[src/rtl/regfile_sb_if.sv]
// rtl/regfile_sb_if.sv - register file / scoreboard bus between issue, writeback and the regfile
interface regfile_sb_if #(
  parameter int XLEN   = 32,
  parameter int ADDR_W = 5,
  parameter int NUM_RD = 2
);
  localparam int NREGS = 2 ** ADDR_W;

  // writeback side
  logic                     we;
  logic [ADDR_W-1:0]        waddr;
  logic [XLEN-1:0]          wdata;

  // decode / issue side
  logic [NUM_RD*ADDR_W-1:0] raddr;
  logic [NUM_RD*XLEN-1:0]   rdata;
  logic [NUM_RD-1:0]        rbusy;
  logic                     issue;
  logic [ADDR_W-1:0]        issue_rd;
  logic                     flush;

  // debug / flush visibility
  logic [NREGS-1:0]         busy_vec;

  modport master (
    output we, waddr, wdata, raddr, issue, issue_rd, flush,
    input  rdata, rbusy, busy_vec
  );

  modport slave (
    input  we, waddr, wdata, raddr, issue, issue_rd, flush,
    output rdata, rbusy, busy_vec
  );
endinterface

[src/rtl/regfile_sb.sv]
// rtl/regfile_sb.sv - integer register file with per-register busy scoreboard
module regfile_sb #(
  parameter int XLEN     = 32,
  parameter int ADDR_W   = 5,
  parameter int NUM_RD   = 2,
  parameter bit ZERO_REG = 1'b1,
  parameter bit BYPASS   = 1'b1
) (
  input logic         clk,
  input logic         reset,
  regfile_sb_if.slave bus
);
  localparam int NREGS = 2 ** ADDR_W;

  logic [XLEN-1:0]  regs [NREGS];
  logic [NREGS-1:0] busy_q;
  logic [NREGS-1:0] busy_d;
  logic [NREGS-1:0] set_vec;
  logic [NREGS-1:0] clr_vec;
  logic             wr_ok;

  // Per-port read results before the reset gate.
  logic [XLEN-1:0]  rd_val  [NUM_RD];
  logic             rd_busy [NUM_RD];

  // Writes to x0 are dropped when it is hardwired, so regs[0] stays zero.
  assign wr_ok = bus.we && !(ZERO_REG && (bus.waddr == '0));

  // Register storage: asynchronous clear, one synchronous write port.
  always_ff @(posedge clk or posedge reset) begin
    if (reset) begin
      for (int r = 0; r < NREGS; r++) begin
        regs[r] <= '0;
      end
    end else if (wr_ok) begin
      regs[bus.waddr] <= bus.wdata;
    end
  end

  // One-hot decode of the issuing destination and the retiring writeback.
  always_comb begin
    set_vec = '0;
    clr_vec = '0;
    if (bus.issue) begin
      set_vec[bus.issue_rd] = 1'b1;
    end
    if (bus.we) begin
      clr_vec[bus.waddr] = 1'b1;
    end
  end

  // Next busy state: flush beats everything, a new producer beats a retiring one.
  always_comb begin
    busy_d = busy_q;
    if (bus.flush) begin
      busy_d = '0;
    end else begin
      busy_d = set_vec | (busy_q & ~clr_vec);
    end
    if (ZERO_REG) begin
      busy_d[0] = 1'b0;
    end
  end

  // Busy flops, cleared asynchronously with the register file.
  always_ff @(posedge clk or posedge reset) begin
    if (reset) begin
      busy_q <= '0;
    end else begin
      busy_q <= busy_d;
    end
  end

  assign bus.busy_vec = busy_q;

  // Independent combinational read ports; x0 first, then same-cycle forward, then storage.
  for (genvar k = 0; k < NUM_RD; k++) begin : g_rd
    logic [ADDR_W-1:0] ra;
    logic              is_zero;
    logic              fwd;

    assign ra      = bus.raddr[k*ADDR_W +: ADDR_W];
    assign is_zero = ZERO_REG && (ra == '0);
    assign fwd     = BYPASS && bus.we && (bus.waddr == ra);

    assign rd_val[k]  = is_zero ? '0 : (fwd ? bus.wdata : regs[ra]);
    // A forwarded writeback is the retiring producer, so the operand is already available.
    assign rd_busy[k] = !is_zero && busy_q[ra] && !fwd;
  end

  // Pack the read ports; reset forces them to zero so forwarded wdata cannot leak out.
  always_comb begin
    bus.rdata = '0;
    bus.rbusy = '0;
    if (!reset) begin
      for (int k = 0; k < NUM_RD; k++) begin
        bus.rdata[k*XLEN +: XLEN] = rd_val[k];
        bus.rbusy[k]              = rd_busy[k];
      end
    end
  end
endmodule

[src/flat_wrapper.sv]
// flat-port wrapper written by rule: the top's interface ports become plain ports
module regfile_sb_flat 
#(
  parameter int XLEN     = 32,
  parameter int ADDR_W   = 5,
  parameter int NUM_RD   = 2,
  parameter bit ZERO_REG = 1'b1,
  parameter bit BYPASS   = 1'b1
)
  (clk, reset, bus_we, bus_waddr, bus_wdata, bus_raddr, bus_issue, bus_issue_rd, bus_flush, bus_rdata, bus_rbusy, bus_busy_vec);
  regfile_sb_if #(.XLEN(XLEN), .ADDR_W(ADDR_W), .NUM_RD(NUM_RD)) bus_i ();
  input logic clk;
  input logic reset;
  input wire logic [$bits(bus_i.we)-1:0] bus_we;
  input wire logic [$bits(bus_i.waddr)-1:0] bus_waddr;
  input wire logic [$bits(bus_i.wdata)-1:0] bus_wdata;
  input wire logic [$bits(bus_i.raddr)-1:0] bus_raddr;
  input wire logic [$bits(bus_i.issue)-1:0] bus_issue;
  input wire logic [$bits(bus_i.issue_rd)-1:0] bus_issue_rd;
  input wire logic [$bits(bus_i.flush)-1:0] bus_flush;
  output wire logic [$bits(bus_i.rdata)-1:0] bus_rdata;
  output wire logic [$bits(bus_i.rbusy)-1:0] bus_rbusy;
  output wire logic [$bits(bus_i.busy_vec)-1:0] bus_busy_vec;
  assign bus_i.we = bus_we;
  assign bus_i.waddr = bus_waddr;
  assign bus_i.wdata = bus_wdata;
  assign bus_i.raddr = bus_raddr;
  assign bus_i.issue = bus_issue;
  assign bus_i.issue_rd = bus_issue_rd;
  assign bus_i.flush = bus_flush;
  assign bus_rdata = bus_i.rdata;
  assign bus_rbusy = bus_i.rbusy;
  assign bus_busy_vec = bus_i.busy_vec;
  regfile_sb #(.XLEN(XLEN), .ADDR_W(ADDR_W), .NUM_RD(NUM_RD), .ZERO_REG(ZERO_REG), .BYPASS(BYPASS)) u_core (.clk(clk), .reset(reset), .bus(bus_i));
endmodule
[config.mk]
export PLATFORM = sky130hd
export DESIGN_NAME = regfile_sb_flat
export DESIGN_NICKNAME = d
export VERILOG_FILES = /design/src/rtl/regfile_sb_if.sv /design/src/rtl/regfile_sb.sv /design/src/flat_wrapper.sv
export SDC_FILE = /design/constraint.sdc
export NUM_CORES = 2
export LEC_CHECK = 0
export CAP_MARGIN = 20
export CORE_MARGIN = 3
export CORE_UTILIZATION = 45
export DETAILED_ROUTE_END_ITERATION = 8
export PLACE_DENSITY_LB_ADDON = 0.05
export RECOVER_POWER = 25
export SLEW_MARGIN = 20
export SYNTH_ARGS = -nofsm -noshare
export SYNTH_HDL_FRONTEND = slang
export SYNTH_SLANG_ARGS = --single-unit
[constraint.sdc]
create_clock -name clk -period 45.3 [get_ports clk]
set_input_delay 9.06 -clock clk [delete_from_list [all_inputs] [get_ports clk]]
set_output_delay 9.06 -clock clk [all_outputs]
set_load 0.05 [all_outputs]
==> impl_metrics.yaml <==
yosys:
  synth_area_per_cell_um2: 14.6
  ys_ff_latch: 1055
  synth_most_common_cell: "dfrtp_1"
  ys.flop_type: "dfrtp_1"
  synth_top_cell_by_area: "dfrtp_1"
  synthesis.nets: 3926
  yosys-top-cells-area: "dfrtp_1 (47%), mux2_2 (19%), mux4_2 (18%), mux2i_1 (3.7%), clkbuf_1 (1.5%)"
  syn-cell-area_mm2: 0.0564
  ys_types: 52
  ys_warn_count: 0
  syn_inst: 3869
  synth_seq_area_share_pct: 46.8
  synth.top_cell.area_share_pct: 46.8
  synth_edf_count: 0
  async_flop_share_pct: 100
  synth_commonest_cells: "dfrtp_1 (1055), mux2_2 (967), mux4_2 (451)"
hold_path:
  min_to: "u_core.regs[997]"
  min_from: "u_core.regs[997]"
  hold_path_depth: 0
  holdCritPathClass: "reg2reg"
setup_path:
  worstRegToRegCells: 2
  reg2reg_slack_ps: 44430
  max_stage_delay_ps: 3850
  critPathRequiredTime_ps: 36240
  worstSetupPathType: "in2out"
  worstSetupEndpointType: "primary output"
  arrival_ps: 17980
  cp_cell_sequence: "dlygate4sd3_1 -> clkinvlp_2 -> o21ai_1 -> a31o_2 -> buf_4 -> nor3_1 -> a22o_1 -> clkdlybuf4s50_1"
  reg2reg_to: "u_core.bus.busy_vec[13]"
  reg2reg_from: "u_core.bus.busy_vec[13]"
  cp_max_fo: 108
  cp_slowest_cell: "clkinvlp_2"
  start_kind: "input port"
global_routing:
  grt.total_usage_pct: 32.5
  antenna_found_initial: 19
  overflow: 0
  grt_max_degree: 159
  grt_pass1_wl_mm: 303
  grt_pass1_vias: 40327
floorplanning:
  num_rows: 129
  dieHeight_um: 360
  core-area_mm2: 0.124
  io_pins: 155
  start_util_pct: 45.5
  die_area_mm2: 0.130
  die_x_um: 360
placed_design:
  dp_slack_ps: 22010
  hpwl_mm: 119
  dp_cells: 5323
  gp_congestion: 0.849
  post_dp_cell_area_mm2: 0.0591
  io_buffers: 153
detailed_routing:
  num_vias: 38424
  drc: 0
  dr.pass1.iters: 5
  drtIter0Drc: 3933
  drt-total-wl_mm: 212
  drtAntennaViolNets: 0
  wl_per_cell_um: 38.1
  vias_per_cell: 6.90
sta:
  tightest_slew_ps: 5140
  fin_tns_setup_ps: 0
  final_max_slew_viol_count: 503
  max_freq_mhz: 37.0
  setup_viol: 0
  hold_viol: 0
  setup_slack_ps: 18260
  rsz0062_at_grt: "no"
  post-route-period-util_pct: 59.7
  relSlewSlack_pct: -245
  period_minus_slack_ps: 27040
  fin_skew_ps: 0
clock_network:
  cts-root-buf: "clkbuf_16"
  worstSkewPairLatency_ps: 730
  cts_resized: 0
  cts_made_buffers: 131
  clockBufferDepth: 3
  cts.sink_count: 1055
  clk_pin_slew_ps: 50
  cts.htree.levels: 4
  hold_buffers: 0
  cts_tree: "built"
  postCtsSetupRepairBufs: 0
pwr:
  ir_worst_vdd_mv: 0.0349
  powerDensity_mw_per_mm2: 45.4
  leakage_nw: 27.0
  finalPower_mw: 2.88
run_status:
  status: "finished, violations left"
  violations: "max-capacitance violations, max-slew violations"
final_layout:
  fin_cells: 5566
  area_growth_pct: 12.5
  fin_nets: 3876
  drive_above_1_share_pct: 45.8
  fin_area_mm2: 0.0635
  final.fill_count: 10314
flow_run:
  cap_violations: 6
## how the worst max path moves through the flow
stage / start / endpoint / slack, ps
after detailed placement: bus_raddr[5] / bus_rdata[56] / 22010
after global placement: bus_raddr[5] / bus_rdata[56] / 22010
after global routing: reset / bus_rdata[2] / 17250
after floorplan: reset / bus_rbusy[0] / 2270
after CTS: bus_raddr[5] / bus_rdata[56] / 22010
final: reset / bus_rdata[2] / 18260
## power breakdown
part	total [mW]	leakage, nW	switching (mW)	internal [mW]
Clock	1.06	2.13	0.419	0.636
Combinational	0.575	11.3	0.254	0.321
Sequential	1.25	13.6	0.132	1.12
## layer usage
layer  up-vias  part of all wire (%)  global-route usage, %
met3       484                   7.7                   7.02
met1     20992                    41                   43.8
li1      14980                     -                      -
met5         -                0.0066                      0
met4         2                   4.5                   13.4
met2      1966                    47                   51.5
## cell type report
type                            count  area (um^2)  area share [%]
Multi-Input combinational cell   2367        28300            44.6
Sequential cell                  1055        26400            41.6
Clock buffer                      199         3910            6.16
Timing Repair Buffer              263         2360            3.72
Tap cell                         1637         2050            3.23
Clock inverter                     36          434           0.684
Antenna cell                        8         20.0          0.0315
Inverter                            1         5.00         0.00789
## critical path, delay by kind of cell
kind / cells / cell delay (ps)
AOI/OAI and AO/OA: 3 / 2570
buffers and inverters: 4 / 6080
and+or+nand+nor: 1 / 160
## registers in the layout (all words and copies together) (netlist names)
register	cells
u_core.regs	1024
u_core.bus.busy_vec	31
## cells in the final DEF (no fill, tap or decap), types with 48 or more instances in the layout
cell type and count:
a22oi_1 94, buf_4 101, clkbuf_16 135, clkdlybuf4s50_1 136, dfrtp_1 1055, mux2_2 966
mux2i_1 209, mux4_2 451, nor3_1 48, o22ai_1 130
## kinds of logic after synthesis
group	after synthesis	share of synthesized area, %
simple gates	258	2.32
flops	1055	46.8
mux	1655	41.6
xor+xnor	10	0.155
other cells	1	0.00665
buf+inv	447	3.61
compound gates	443	5.53
## metrics by stage
stage	hold slack [ps]	util, %
after floorplan	441	-
after global placement	376	47.6
after detailed placement	384	47.7
after CTS	397	51.2
after global routing	408	51.1
final	394	51.1
Power figures use the tool's default switching activity.
